### src/rtl/medidor_sonar_duplo.sv
// Dual ultrasonic ranger sequencer: fires left then right HC-SR04 style sensors,
// converts each echo width to 3-digit BCD centimetres and presents both as one pair.
// Latency: 2-cycle echo synchronizer; pair published one cycle after right echo falls.
// Backpressure: none; medir is sampled only in INICIAL, requests elsewhere are dropped.
//
// Ports:
//   clock, reset (async active-low)
//   medir                    - start request
//   echo_esq / echo_dir      - asynchronous sensor echoes
//   trigger_esq / trigger_dir- sensor trigger pulses (registered)
//   medida_esq / medida_dir  - BCD cm results, {hundreds, tens, units}
//   pronto                   - one-cycle strobe when a new pair is published
//   timeout_esq / timeout_dir- last measurement on that side timed out
//   db_estado                - FSM state encoding
//
// Optional build macro: MEDIDOR_ARREDONDA_EN - preload the cm divider with half a
// centimetre so results round half-up instead of truncating.

module medidor_sonar_duplo #(
    parameter int TRIGGER_CYCLES = 500,
    parameter int CYCLES_PER_CM  = 2941,
    parameter int TIMEOUT_CYCLES = 1500000,
    parameter int PAUSA_CYCLES   = 500000
) (
    input  logic        clock,
    input  logic        reset,
    input  logic        medir,
    input  logic        echo_esq,
    input  logic        echo_dir,
    output logic        trigger_esq,
    output logic        trigger_dir,
    output logic [11:0] medida_esq,
    output logic [11:0] medida_dir,
    output logic        pronto,
    output logic        timeout_esq,
    output logic        timeout_dir,
    output logic [3:0]  db_estado
);

    typedef enum logic [3:0] {
        INICIAL    = 4'd0,
        TRIG_ESQ   = 4'd1,
        ESPERA_ESQ = 4'd2,
        MEDE_ESQ   = 4'd3,
        PAUSA      = 4'd4,
        TRIG_DIR   = 4'd5,
        ESPERA_DIR = 4'd6,
        MEDE_DIR   = 4'd7,
        FINAL      = 4'd8
    } estado_t;

    localparam logic [11:0] LONGE      = 12'h999;
    localparam logic [31:0] TRIG_LAST  = 32'(TRIGGER_CYCLES - 1);
    localparam logic [31:0] TMO_LAST   = 32'(TIMEOUT_CYCLES - 1);
    localparam logic [31:0] TMO_LIMIT  = 32'(TIMEOUT_CYCLES);
    localparam logic [31:0] PAUSA_LAST = 32'(PAUSA_CYCLES - 1);
    localparam logic [31:0] DIV_LAST   = 32'(CYCLES_PER_CM - 1);
`ifdef MEDIDOR_ARREDONDA_EN
    localparam logic [31:0] DIV_INIT   = 32'(CYCLES_PER_CM / 2);
`else
    localparam logic [31:0] DIV_INIT   = 32'd0;
`endif

    // BCD +1 with carry through tens and hundreds, saturating at 999.
    function automatic logic [11:0] bcd_inc(input logic [11:0] v);
        logic [11:0] r;
        r = v;
        if (v == LONGE) begin
            r = v;
        end else if (v[3:0] != 4'h9) begin
            r[3:0] = v[3:0] + 4'd1;
        end else begin
            r[3:0] = 4'h0;
            if (v[7:4] != 4'h9) begin
                r[7:4] = v[7:4] + 4'd1;
            end else begin
                r[7:4]  = 4'h0;
                r[11:8] = v[11:8] + 4'd1;
            end
        end
        return r;
    endfunction

    // Two-flop synchronizers; all echo timing uses the *_s2_q versions.
    logic esq_s1_q, esq_s2_q, dir_s1_q, dir_s2_q;

    always_ff @(posedge clock or negedge reset) begin
        if (!reset) begin
            esq_s1_q <= 1'b0;
            esq_s2_q <= 1'b0;
            dir_s1_q <= 1'b0;
            dir_s2_q <= 1'b0;
        end else begin
            esq_s1_q <= echo_esq;
            esq_s2_q <= esq_s1_q;
            dir_s1_q <= echo_dir;
            dir_s2_q <= dir_s1_q;
        end
    end

    estado_t     state_q, state_d;
    logic [31:0] cnt_q, cnt_d;           // shared cycle counter: trigger, wait, echo, pause
    logic [31:0] div_q, div_d;           // echo cycles within the current centimetre
    logic [11:0] bcd_q, bcd_d;           // running cm count for the side being measured
    logic [11:0] res_esq_q, res_esq_d;
    logic [11:0] res_dir_q, res_dir_d;
    logic        tmo_esq_q, tmo_esq_d;
    logic        tmo_dir_q, tmo_dir_d;
    logic        trig_esq_q, trig_esq_d;
    logic        trig_dir_q, trig_dir_d;
    logic        pronto_q, pronto_d;
    logic [11:0] medida_esq_q, medida_esq_d;
    logic [11:0] medida_dir_q, medida_dir_d;
    logic        timeout_esq_q, timeout_esq_d;
    logic        timeout_dir_q, timeout_dir_d;

    logic        lado_dir;
    logic        echo_sel;
    logic        div_wrap;
    logic [31:0] div_step;
    logic [11:0] bcd_step;

    assign lado_dir = (state_q == ESPERA_DIR) || (state_q == MEDE_DIR);
    assign echo_sel = lado_dir ? dir_s2_q : esq_s2_q;
    // One echo-high cycle of progress through the cm divider.
    assign div_wrap = (div_q == DIV_LAST);
    assign div_step = div_wrap ? 32'd0 : div_q + 32'd1;
    assign bcd_step = div_wrap ? bcd_inc(bcd_q) : bcd_q;

    always_comb begin
        state_d   = state_q;
        cnt_d     = cnt_q;
        div_d     = div_q;
        bcd_d     = bcd_q;
        res_esq_d = res_esq_q;
        res_dir_d = res_dir_q;
        tmo_esq_d = tmo_esq_q;
        tmo_dir_d = tmo_dir_q;

        unique case (state_q)
            INICIAL: begin
                cnt_d = 32'd0;
                if (medir) begin
                    state_d = TRIG_ESQ;
                end
            end

            TRIG_ESQ, TRIG_DIR: begin
                if (cnt_q == TRIG_LAST) begin
                    cnt_d   = 32'd0;
                    div_d   = DIV_INIT;
                    bcd_d   = 12'h000;
                    state_d = (state_q == TRIG_ESQ) ? ESPERA_ESQ : ESPERA_DIR;
                end else begin
                    cnt_d = cnt_q + 32'd1;
                end
            end

            ESPERA_ESQ, ESPERA_DIR: begin
                if (echo_sel) begin
                    // The detection cycle is itself the first echo-high cycle.
                    cnt_d   = 32'd1;
                    div_d   = div_step;
                    bcd_d   = bcd_step;
                    state_d = lado_dir ? MEDE_DIR : MEDE_ESQ;
                end else if (cnt_q == TMO_LAST) begin
                    cnt_d = 32'd0;
                    if (lado_dir) begin
                        res_dir_d = LONGE;
                        tmo_dir_d = 1'b1;
                        state_d   = FINAL;
                    end else begin
                        res_esq_d = LONGE;
                        tmo_esq_d = 1'b1;
                        state_d   = PAUSA;
                    end
                end else begin
                    cnt_d = cnt_q + 32'd1;
                end
            end

            MEDE_ESQ, MEDE_DIR: begin
                // cnt_q holds the echo-high cycles already counted.
                if (!echo_sel || (cnt_q >= TMO_LIMIT)) begin
                    cnt_d = 32'd0;
                    if (lado_dir) begin
                        res_dir_d = echo_sel ? LONGE : bcd_q;
                        tmo_dir_d = echo_sel;
                        state_d   = FINAL;
                    end else begin
                        res_esq_d = echo_sel ? LONGE : bcd_q;
                        tmo_esq_d = echo_sel;
                        state_d   = PAUSA;
                    end
                end else begin
                    cnt_d = cnt_q + 32'd1;
                    div_d = div_step;
                    bcd_d = bcd_step;
                end
            end

            PAUSA: begin
                if (cnt_q == PAUSA_LAST) begin
                    cnt_d   = 32'd0;
                    state_d = TRIG_DIR;
                end else begin
                    cnt_d = cnt_q + 32'd1;
                end
            end

            FINAL: begin
                cnt_d   = 32'd0;
                state_d = INICIAL;
            end

            default: begin
                cnt_d   = 32'd0;
                state_d = INICIAL;
            end
        endcase
    end

    // Registered outputs follow the next state so they line up with state_q.
    // The published pair only moves when FINAL is entered, keeping left/right coherent.
    always_comb begin
        trig_esq_d    = (state_d == TRIG_ESQ);
        trig_dir_d    = (state_d == TRIG_DIR);
        pronto_d      = (state_d == FINAL);
        medida_esq_d  = medida_esq_q;
        medida_dir_d  = medida_dir_q;
        timeout_esq_d = timeout_esq_q;
        timeout_dir_d = timeout_dir_q;
        if (state_d == FINAL) begin
            medida_esq_d  = res_esq_d;
            medida_dir_d  = res_dir_d;
            timeout_esq_d = tmo_esq_d;
            timeout_dir_d = tmo_dir_d;
        end
    end

    always_ff @(posedge clock or negedge reset) begin
        if (!reset) begin
            state_q       <= INICIAL;
            cnt_q         <= 32'd0;
            div_q         <= 32'd0;
            bcd_q         <= 12'h000;
            res_esq_q     <= LONGE;
            res_dir_q     <= LONGE;
            tmo_esq_q     <= 1'b0;
            tmo_dir_q     <= 1'b0;
            trig_esq_q    <= 1'b0;
            trig_dir_q    <= 1'b0;
            pronto_q      <= 1'b0;
            medida_esq_q  <= LONGE;
            medida_dir_q  <= LONGE;
            timeout_esq_q <= 1'b0;
            timeout_dir_q <= 1'b0;
        end else begin
            state_q       <= state_d;
            cnt_q         <= cnt_d;
            div_q         <= div_d;
            bcd_q         <= bcd_d;
            res_esq_q     <= res_esq_d;
            res_dir_q     <= res_dir_d;
            tmo_esq_q     <= tmo_esq_d;
            tmo_dir_q     <= tmo_dir_d;
            trig_esq_q    <= trig_esq_d;
            trig_dir_q    <= trig_dir_d;
            pronto_q      <= pronto_d;
            medida_esq_q  <= medida_esq_d;
            medida_dir_q  <= medida_dir_d;
            timeout_esq_q <= timeout_esq_d;
            timeout_dir_q <= timeout_dir_d;
        end
    end

    assign trigger_esq = trig_esq_q;
    assign trigger_dir = trig_dir_q;
    assign pronto      = pronto_q;
    assign medida_esq  = medida_esq_q;
    assign medida_dir  = medida_dir_q;
    assign timeout_esq = timeout_esq_q;
    assign timeout_dir = timeout_dir_q;
    assign db_estado   = state_q;

endmodule

### config.mk
export PLATFORM = sky130hd
export DESIGN_NAME = medidor_sonar_duplo
export DESIGN_NICKNAME = d
export VERILOG_FILES = /design/src/rtl/medidor_sonar_duplo.sv
export SDC_FILE = /design/constraint.sdc
export NUM_CORES = 1
export LEC_CHECK = 0
export BUFFER_PORTS_ARGS = -buffer_cell sky130_fd_sc_hd__buf_2
export CORE_MARGIN = 2
export CORE_UTILIZATION = 61
export CTS_CLUSTER_DIAMETER = 50
export DETAILED_ROUTE_END_ITERATION = 10
export PLACE_DENSITY = 0.83
export SLEW_MARGIN = 30
export SYNTH_ARGS = -nofsm -noshare
export SYNTH_HDL_FRONTEND = slang
export SYNTH_SLANG_ARGS = --single-unit
### constraint.sdc
create_clock -name clock -period 3.54 [get_ports clock]
set_clock_uncertainty 0.2 [all_clocks]
set_input_delay 0 -clock clock [delete_from_list [all_inputs] [get_ports clock]]
set_output_delay 0 -clock clock [all_outputs]
set_load 0.005 [all_outputs]
==> reports/results.tsv, run 1 <==
metric	value	unit
first drt pass iteration count	5	
clock tree root driver cell	sky130_fd_sc_hd__clkbuf_8	
total I/O pin count	38	
fraction of registers with async set or reset after synthesis	100	%
WL per Instance	18.3	um
most used flip-flop cell after synthesis	sky130_fd_sc_hd__dfrtp_1	
die area	11900	sq um
syn avg cell area	9.41	sq um
total of fill cells in the finished design	790	
kind of start point of the critical path	flop	
Final period util	91.5	%
number of nets in the finished design	779	
Final setup violation count	0	
initial antenna violation count	0	
max-slew headroom at the worst pin	39.3	%
worst skew pair latency	530	ps
number of buffer cells added on primary ports	37	
slowest cell delay on critical path	560	ps
total CTS buffers	17	
status	finished clean	
final RePlAce weighted congestion	0.917	
Power Dens Cells	424	nW/um^2
number of different library cells in the post-synthesis netlist	70	
netlist area before placement	6720	sq um
setup repair after global routing missed its margin	no	
total count of hold-check failures in the final report	0	
Peak supply drop	0.000384	V
maximum number of pins on one net before global-route repair	46	
post-layout minimum cycle time	3240	ps
layout-stage area growth over the synthesis result	15.5	%
category of the critical setup timing path	flop to flop	
number of diodes added for antenna fixing	0	
CTS tree	built	
cell family with most CP delay	compound AO/OA/AOI/OAI gates	
Total Wirelength	16800	um
transition time at the pin with the least slew margin	911	ps
via count	5944	
total grt overflow	0	
Synth area leader	sky130_fd_sc_hd__dfrtp_1	
clk sink count	127	
synthesized instance count	714	
Hold/Removal Path Class	flop to flop	
number of cell rows	38	
highest clock rate	309	MHz
Yosys warnings	0	
total negative setup slack	0	ps
number of setup buffers added after CTS	0	
total count of max-transition violations in the final report	0	
number of max-cap violations	0	
Post-Syn Nets	729	
post-synthesis sequential area ratio	47.6	%
fraction of layout instances using a drive strength above 1	17.5	%
portion of synthesized cell area occupied by the leading cell type	40.6	%
starting DRC count in detailed routing	445	
required time at the worst-slack endpoint	3730	ps
starting utilization of the core area	62.3	%
buffers from clock root to sink, at most	2	
maximum fanout along the worst path	23	
clock-pin slew on the worst setup and hold paths	60	ps
Sequential cell area	3200	sq um
number of synthesized flops with an enable pin	0	
DRC violation count after routing	0	
list of cells traversed by the critical path	nand3b_1, buf_4, mux2i_1, o2111ai_2, a2bb2oi_2, nand2_2, o41ai_1	
antenna-violating nets left	0	
height of the chip	109	um
Die X	109	um
number of H-tree levels	4	
main area contributors after synthesis	sky130_fd_sc_hd__dfrtp_1 (41%), sky130_fd_sc_hd__dfstp_2 (7.0%), sky130_fd_sc_hd__o21ai_0 (4.2%)	
Critical-path top delay cell	sky130_fd_sc_hd__o41ai_1	
routed vias/inst	6.48	
vias in the first global route	5765	
placeable core region	10800	sq um
multi-input logic area	3300	sq um
post-route worst hold slack	161	ps
wire length of the first global-routing pass	28200	um
final HPWL from detailed placement	11300	um
global routing usage summed across all routing layers	30.5	%
Critical Path Sink Type	flop	
arrival time at the worst endpoint	3430	ps
number of buffer and inverter stages on the critical path	1	
flip-flop and latch count after synthesis	127	
leakage power	0.00339	uW
## where the power goes
group | internal, uW | total [uW] | switching (uW) | leakage [uW]
sequential | 1480 | 1520 | 41.2 | 0.00168
combinational | 57.9 | 149 | 90.7 | 0.00144
clock | 966 | 1620 | 656 | 0.000266
## cells in the mapped netlist (all sizes together), types with 11 or more instances
| cell type | instances |
|---|---|
| a21oi | 15 |
| nand2b | 14 |
| and3 | 13 |
| o41ai | 11 |
| xnor2 | 11 |
| nor2 | 74 |
| a211oi | 13 |
| xor2 | 19 |
| o21ai | 58 |
| nor3 | 31 |
| nand4 | 21 |
| nand3 | 31 |
| clkbuf | 26 |
| nor4 | 16 |
| dfrtp | 109 |
| nand2 | 68 |
| dfstp | 18 |
| inv | 18 |
## state kept, by name, indices dropped and copies added (netlist names), 4 cells and up
register	cells
bcd_q	12
medida_esq	12
div_q	32
cnt_q	32
db_estado	4
medida_dir	12
res_esq_q	12
## worst paths after layout
kind                            slack [ps]                   endpoint  cells past startpoint                    from
worst max-delay path                   300      div_q[10]$_DFFE_PN0P_                      7  db_estado[1]$_DFF_PN0_
worst min-delay path                   160         esq_s2_q$_DFF_PN0_                      0      esq_s1_q$_DFF_PN0_
worst max register to register         300      div_q[10]$_DFFE_PN0P_                      7  db_estado[1]$_DFF_PN0_
worst min register to register         160         esq_s2_q$_DFF_PN0_                      0      esq_s1_q$_DFF_PN0_
max in group asynchronous             2170  medida_dir[8]$_DFFE_PN1N_                      4                   reset
min in group asynchronous              430  medida_dir[4]$_DFFE_PN1N_                      3                   reset
## cell usage in the layout (no fill, tap or decap), types with 10 or more instances in the layout
| master | instances |
|---|---|
| sky130_fd_sc_hd__a211oi_1 | 12 |
| sky130_fd_sc_hd__a21oi_1 | 15 |
| sky130_fd_sc_hd__a22o_1 | 10 |
| sky130_fd_sc_hd__and3_1 | 13 |
| sky130_fd_sc_hd__buf_2 | 36 |
| sky130_fd_sc_hd__buf_4 | 23 |
| sky130_fd_sc_hd__clkbuf_16 | 16 |
| sky130_fd_sc_hd__dfrtp_1 | 109 |
| sky130_fd_sc_hd__dfstp_2 | 18 |
| sky130_fd_sc_hd__ha_1 | 10 |
| sky130_fd_sc_hd__inv_1 | 18 |
| sky130_fd_sc_hd__nand2_1 | 67 |
| sky130_fd_sc_hd__nand2b_1 | 14 |
| sky130_fd_sc_hd__nand3_1 | 31 |
| sky130_fd_sc_hd__nand4_1 | 21 |
| sky130_fd_sc_hd__nor2_1 | 74 |
| sky130_fd_sc_hd__nor3_1 | 30 |
| sky130_fd_sc_hd__nor4_1 | 14 |
| sky130_fd_sc_hd__o21ai_0 | 57 |
| sky130_fd_sc_hd__o31ai_1 | 10 |
| sky130_fd_sc_hd__xnor2_1 | 11 |
| sky130_fd_sc_hd__xor2_1 | 19 |
## area by class of cell
class	instances	share of cell area, %
Clock inverter	13	1.48
Timing Repair Buffer	67	5.80
Tap cell	140	2.26
Inverter	19	0.935
Clock buffer	19	5.69
Sequential cell	127	41.2
Multi-Input combinational cell	532	42.6
## metal layers
layer  share of wire, %  vias to the layer above  GRT usage (%)
met5                  0                        -              0
met4                2.1                        0           12.4
met3                6.4                       35           6.75
met2                 50                      245           50.3
met1                 42                     2939           39.1
li1                   -                     2725              -
## what timing repair did
item / CTS / global route
endpoints found under the setup margin: 0 / 1
hold buffers: 8 / 0
gates resized for setup: 0 / 1
endpoints found under the hold margin: 111 / 0
## logic make-up (layout without fill, tap and decap cells)
| kind of cell | after synthesis | after routing | share of synthesized area (%) |
|---|---|---|---|
| simple gates | 320 | 320 | 24.7 |
| compound gates | 164 | 164 | 17.1 |
| flops | 127 | 127 | 47.6 |
| buf+inv | 55 | 118 | 3.46 |
| xor+xnor | 30 | 30 | 3.91 |
| fa+ha+maj | 10 | 10 | 1.86 |
| mux | 8 | 8 | 1.28 |
## through the flow
stage / util [%] / instance area (sq um) / worst slack (ps) / power, uW / cells
2_1_floorplan: - / 6720 / 686 / 1620 / 714
3_3_place_gp: 65.8 / 7100 / 478 / 1670 / 877
3_5_place_dp: 65.8 / 7100 / 357 / 1680 / 877
4_1_cts: 71.8 / 7750 / 227 / 3320 / 917
5_1_grt: 71.9 / 7760 / 39.7 / 3410 / 917
6_report: 71.9 / 7760 / 302 / 3290 / 917
Note: power is estimated with default switching activity, not from simulation.
==> run 2: changes to the inputs <==
--- a/config.mk
+++ b/config.mk
@@ -5,7 +5,7 @@
 export SDC_FILE = /design/constraint.sdc
 export NUM_CORES = 1
 export LEC_CHECK = 0
-export BUFFER_PORTS_ARGS = -buffer_cell sky130_fd_sc_hd__buf_2
+export BUFFER_PORTS_ARGS = -buffer_cell sky130_fd_sc_hd__buf_4
 export CORE_MARGIN = 2
 export CORE_UTILIZATION = 61
 export CTS_CLUSTER_DIAMETER = 50
==> constraint.sdc (replaced) <==
create_clock -name clock -period 3.54 [get_ports clock]
set_clock_uncertainty 0.2 [all_clocks]
set_input_delay 0.354 -clock clock [delete_from_list [all_inputs] [get_ports clock]]
set_output_delay 0.354 -clock clock [all_outputs]
set_load 0.005 [all_outputs]
==> run 2 against run 1 <==
  * Power is 8.4% higher
  * Largest power group unchanged
  * Critical path depth unchanged
  * Fmax down 3.9%
  * Wire length is 0.24% higher
  * Clock power is 17% higher
  * Cell area increased by 1.3%
  * Sequential power about the same
  * Die area did not move
  * Non-clock buffer count is 6 lower
  * Count of clock-buffer cells in the layout fell by 2
  * Register-to-register slack worse by 130 ps
  * Via count is 0.67% higher
==> reports/results.tsv, run 2 (synthesized netlist as in run 1, its figures left out) <==
metric	value	unit
status	finished clean	
Critical-path top delay cell	sky130_fd_sc_hd__mux2i_1	
list of cells traversed by the critical path	nand3b_1, buf_4, mux2i_1, o2111ai_1, a2bb2oi_2, nand2_2, o41ai_1	
number of diodes added for antenna fixing	0	
required time at the worst-slack endpoint	3750	ps
most frequent standard cell in the layout excluding fill and tap cells	sky130_fd_sc_hd__dfrtp_1	
number of buffer and inverter stages on the critical path	1	
Critical Path Sink Type	flop	
arrival time at the worst endpoint	3570	ps
biggest registers after layout	cnt_q (32), div_q (32)	
via count	5984	
cell family with most CP delay	compound AO/OA/AOI/OAI gates	
leakage power	0.00339	uW
starting DRC count in detailed routing	618	
number of H-tree levels	4	
final RePlAce weighted congestion	0.883	
Total Wirelength	16800	um
final HPWL from detailed placement	11300	um
total count of max-transition violations in the final report	0	
clk sink count	127	
height of the chip	109	um
Die X	109	um
Power, Total	3570	uW
DRC violation count after routing	0	
antenna-violating nets left	0	
maximum number of pins on one net before global-route repair	51	
wire length of the first global-routing pass	28200	um
placeable core region	10800	sq um
area of all placed cells without fillers	7860	sq um
number of max-cap violations	0	
number of nets in the finished design	773	
total negative setup slack	0	ps
CTS tree	built	
layout-stage area growth over the synthesis result	17.0	%
total I/O pin count	38	
worst skew pair latency	530	ps
clock tree root driver cell	sky130_fd_sc_hd__clkbuf_8	
Final period util	95.2	%
fraction of layout instances using a drive strength above 1	17.3	%
post-layout minimum cycle time	3370	ps
number of cell rows	38	
starting utilization of the core area	62.3	%
worst-case setup margin in the final layout	171	ps
first drt pass iteration count	5	
global routing usage summed across all routing layers	30.3	%
total CTS buffers	17	
total grt overflow	0	
die area	11900	sq um
Power Dens Cells	454	nW/um^2
clock-pin slew on the worst setup and hold paths	60	ps
Peak supply drop	0.000362	V
kind of start point of the critical path	flop	
buffers from clock root to sink, at most	2	
total count of hold-check failures in the final report	0	
WL per Instance	18.5	um
number of setup buffers added after CTS	0	
number of buffer cells added on primary ports	37	
transition time at the pin with the least slew margin	671	ps
post-placement cell area	7170	sq um
highest clock rate	297	MHz
commonest cells after routing, fill and taps aside	sky130_fd_sc_hd__dfrtp_1 (109), sky130_fd_sc_hd__nor2_1 (74), sky130_fd_sc_hd__nand2_1 (67), sky130_fd_sc_hd__o21ai_0 (57), sky130_fd_sc_hd__buf_4 (57)	
routed vias/inst	6.57	
vias in the first global route	5926	
number of placed instances with taps included	875	
maximum fanout along the worst path	23	
Hold/Removal Path Class	primary input to flop	
initial antenna violation count	0	
category of the critical setup timing path	flop to flop	
worst slack at placement	255	ps
setup repair after global routing missed its margin	no	
max-slew headroom at the worst pin	55.2	%
slowest cell delay on critical path	520	ps
Final setup violation count	0	
Non-Filler Instances	911	
run 2: changes by cell type in the layout (fill, tap and decap cells not counted), moves of 2 or more:
cell	previous run	this run
sky130_fd_sc_hd__buf_4	23	57
sky130_fd_sc_hd__clkinv_2	5	1
sky130_fd_sc_hd__bufinv_16	1	5
sky130_fd_sc_hd__clkbuf_8	3	1
sky130_fd_sc_hd__dlygate4sd3_1	7	3
sky130_fd_sc_hd__clkinv_4	3	1
sky130_fd_sc_hd__buf_2	36	0
sky130_fd_sc_hd__inv_6	1	5
run 2: stage by stage:
step                hold slack (ps)  util [%]
floorplan                      -142         -
global placement                140      66.5
detailed placement              140      66.5
CTS                            98.7      72.7
global route                    150      72.8
finish                          125      72.8
run 2: tightest hold or removal path: stages:
cell                      delay [ps]
sky130_fd_sc_hd__buf_4            70
sky130_fd_sc_hd__nor2b_1         120
sky130_fd_sc_hd__a211o_1         110
sky130_fd_sc_hd__a21oi_1          90
sky130_fd_sc_hd__inv_1            70
run 2: timing repair:
action,in CTS,in global routing
endpoints found under the hold margin,32,0
resized for setup,0,0
hold buffers,3,0
run 2: final cells by class:
| type | count | area (sq um) |
|---|---|---|
| Timing Repair Buffer | 61 | 469 |
| Fill cell | 752 | 2930 |
| Tap cell | 140 | 175 |
| Sequential cell | 127 | 3200 |
| Multi-Input combinational cell | 532 | 3300 |
| Inverter | 19 | 72.6 |
| Clock inverter | 15 | 233 |
| Clock buffer | 17 | 414 |
run 2: path summary, 6_finish.rpt:
kind / start / end / slack [ps] / depth (start not counted)
max in group asynchronous: reset / div_q[31]$_DFFE_PN0P_ / 2050 / 3
setup reg to reg: db_estado[1]$_DFF_PN0_ / div_q[13]$_DFFE_PN0P_ / 170 / 7
setup / recovery: db_estado[1]$_DFF_PN0_ / div_q[13]$_DFFE_PN0P_ / 170 / 7
hold / removal: medir / db_estado[0]$_DFF_PN0_ / 120 / 5
hold reg to reg: esq_s1_q$_DFF_PN0_ / esq_s2_q$_DFF_PN0_ / 150 / 0
min in group asynchronous: reset / dir_s2_q$_DFF_PN0_ / 210 / 2
run 2: layer usage:
| metal | part of all wire [%] | vias to the layer above | GRT usage, % | wire length [um] |
|---|---|---|---|---|
| li1 | - | 2708 | - | - |
| met1 | 41 | 2960 | 38.8 | 6980 |
| met2 | 49 | 267 | 49.3 | 8220 |
| met3 | 7.0 | 49 | 6.46 | 1170 |
| met4 | 2.7 | 0 | 13.8 | 455 |
| met5 | 0 | - | 0 | 0 |
run 2: power by group:
part	switching, uW	leakage (uW)	internal, uW
logic	90.6	0.00140	53.8
clock network	677	0.000302	1230
registers	42.3	0.00168	1480
total	809	0.00339	2760
==> run 3: changes to the inputs <==
--- a/config.mk
+++ b/config.mk
@@ -6,7 +6,6 @@
 export NUM_CORES = 1
 export LEC_CHECK = 0
 export BUFFER_PORTS_ARGS = -buffer_cell sky130_fd_sc_hd__buf_4
-export CORE_MARGIN = 2
 export CORE_UTILIZATION = 61
 export CTS_CLUSTER_DIAMETER = 50
 export DETAILED_ROUTE_END_ITERATION = 10
==> run 3 against run 2 <==
  * Worst hold slack improved by 17 ps
  * Clock power about the same
  * Cell area hardly changed
  * Final cell count decreased by 0.55%
  * Power rose by 0.46%
  * Register-to-register slack better by 110 ps
  * Sequential share of layout area is essentially flat
  * Non-clock buffer count did not move
==> reports/results.tsv, run 3 (synthesized netlist as in run 1, its figures left out) <==
metric	value	unit
first drt pass iteration count	6	
max-slew headroom at the worst pin	36.4	%
number of max-cap violations	0	
final HPWL from detailed placement	11100	um
WL per Instance	18.8	um
antenna-violating nets left	0	
wire length of the first global-routing pass	28300	um
starting utilization of the core area	63.9	%
met3 Use GR	5.96	%
vias in the first global route	5770	
total count of max-transition violations in the final report	0	
worst slack at placement	188	ps
global routing usage summed across all routing layers	31.9	%
total CTS buffers	17	
worst-case setup margin in the final layout	284	ps
layout-stage area growth over the synthesis result	17.1	%
required time at the worst-slack endpoint	3750	ps
transition time at the pin with the least slew margin	950	ps
leakage power	0.00339	uW
setup repair after global routing missed its margin	no	
number of nets in the finished design	773	
net load switching power	770	uW
kind of start point of the critical path	flop	
biggest registers after layout	cnt_q (32), div_q (32)	
CTS tree	built	
total I/O pin count	38	
Critical Path Sink Type	flop	
status	finished clean	
Min-Delay Path Depth	5	
total count of hold-check failures in the final report	0	
total grt overflow	0	
worst skew pair latency	540	ps
via count	5877	
maximum fanout along the worst path	23	
post-layout minimum cycle time	3260	ps
clock-pin slew on the worst setup and hold paths	60	ps
placeable core region	10500	sq um
Power Dens Cells	456	nW/um^2
most frequent standard cell in the layout excluding fill and tap cells	sky130_fd_sc_hd__dfrtp_1	
fraction of layout instances using a drive strength above 1	17.0	%
met2 demand-to-capacity share in global routing	51.7	%
commonest cells after routing, fill and taps aside	sky130_fd_sc_hd__dfrtp_1 (109), sky130_fd_sc_hd__nor2_1 (74), sky130_fd_sc_hd__nand2_1 (67), sky130_fd_sc_hd__o21ai_0 (57), sky130_fd_sc_hd__buf_4 (57)	
Final setup violation count	0	
routed vias/inst	6.49	
cell-internal power	2820	uW
Die X	107	um
number of diodes added for antenna fixing	0	
height of the chip	107	um
buffers from clock root to sink, at most	2	
starting DRC count in detailed routing	393	
highest clock rate	307	MHz
Total Wirelength	17000	um
number of H-tree levels	4	
maximum number of pins on one net before global-route repair	57	
die area	11400	sq um
clk sink count	127	
Final period util	92.0	%
number of buffer cells added on primary ports	37	
Peak supply drop	0.000466	V
logic gate share of total power	4.0	%
Hold/Removal Path Class	primary input to flop	
R2R cell count	6	
category of the critical setup timing path	flop to flop	
switching share of power	21.5	%
initial antenna violation count	0	
DRC violation count after routing	0	
total negative setup slack	0	ps
clock tree root driver cell	sky130_fd_sc_hd__clkbuf_8	
most used routing layer in global routing	met2	
number of cell rows	37	
met1 global-route usage	42.3	%
final RePlAce weighted congestion	0.919	
share of power burned in registers	42.5	%
clock share of power	53.5	%
arrival time at the worst endpoint	3460	ps
[run 3: cell count changes in the layout (fill, tap and decap cells not counted), sizes merged]
cell	previous run	this run
bufinv	5	6
clkbuf	17	20
clkinv	2	4
clkinvlp	4	2
inv	23	18
[run 3: final timing paths]
path	from	end	slack [ps]
hold / removal	medir	db_estado[0]$_DFF_PN0_	140
setup / recovery	db_estado[1]$_DFF_PN0_	div_q[22]$_DFFE_PN0P_	280
max in group asynchronous	reset	medida_dir[11]$_DFFE_PN1N_	2160
hold reg to reg	dir_s1_q$_DFF_PN0_	dir_s2_q$_DFF_PN0_	150
min in group asynchronous	reset	db_estado[3]$_DFF_PN0_	170
setup reg to reg	db_estado[1]$_DFF_PN0_	div_q[22]$_DFFE_PN0P_	280
[run 3: routing by layer]
metal	share of wire, %	vias up
li1	-	2717
met2	49	249
met3	6.2	36
met5	0	-
met4	1.8	0
met1	43	2875
[run 3: power groups by stage]
stage / Sequential (uW) / Clock, uW / Combinational (uW)
5_1_grt: 1530 / 2000 / 164
3_3_place_gp: 1540 / 0 / 133
3_5_place_dp: 1550 / 0 / 140
4_1_cts: 1520 / 1930 / 145
2_1_floorplan: 1530 / 0 / 85.2
6_report: 1520 / 1920 / 145
[run 3: through the flow]
stage	std cells	instance area [sq um]	hold slack, ps	utilization (%)	total power [uW]
2_1_floorplan	714	6720	-142	-	1620
3_3_place_gp	869	7170	133	68.2	1680
3_5_place_dp	869	7170	139	68.2	1690
4_1_cts	903	7840	138	74.6	3600
5_1_grt	906	7870	158	74.9	3690
6_report	906	7870	142	74.9	3590
[run 3: cell type report]
type | count | area [sq um]
Multi-Input combinational cell | 532 | 3310
Fill cell | 699 | 2640
Inverter | 19 | 72.6
Sequential cell | 127 | 3200
Clock inverter | 11 | 214
Tap cell | 136 | 170
Clock buffer | 20 | 425
Timing Repair Buffer | 61 | 478
[run 3: worst max-delay path, cell delays in order (launching register included)]
cell and delay (ps):
sky130_fd_sc_hd__dfrtp_1 550, sky130_fd_sc_hd__nand3b_1 370, sky130_fd_sc_hd__mux2i_2 470, sky130_fd_sc_hd__o2111ai_2 340, sky130_fd_sc_hd__a2bb2oi_2 340, sky130_fd_sc_hd__nand2_2 350, sky130_fd_sc_hd__o41ai_1 500
[run 3: repair_timing]
item | CTS | global route
setup buffers | 0 | 3
resized for setup | 0 | 2
endpoints found under the hold margin | 37 | 0
hold buffers | 3 | 0
endpoints found under the setup margin | 0 | 8
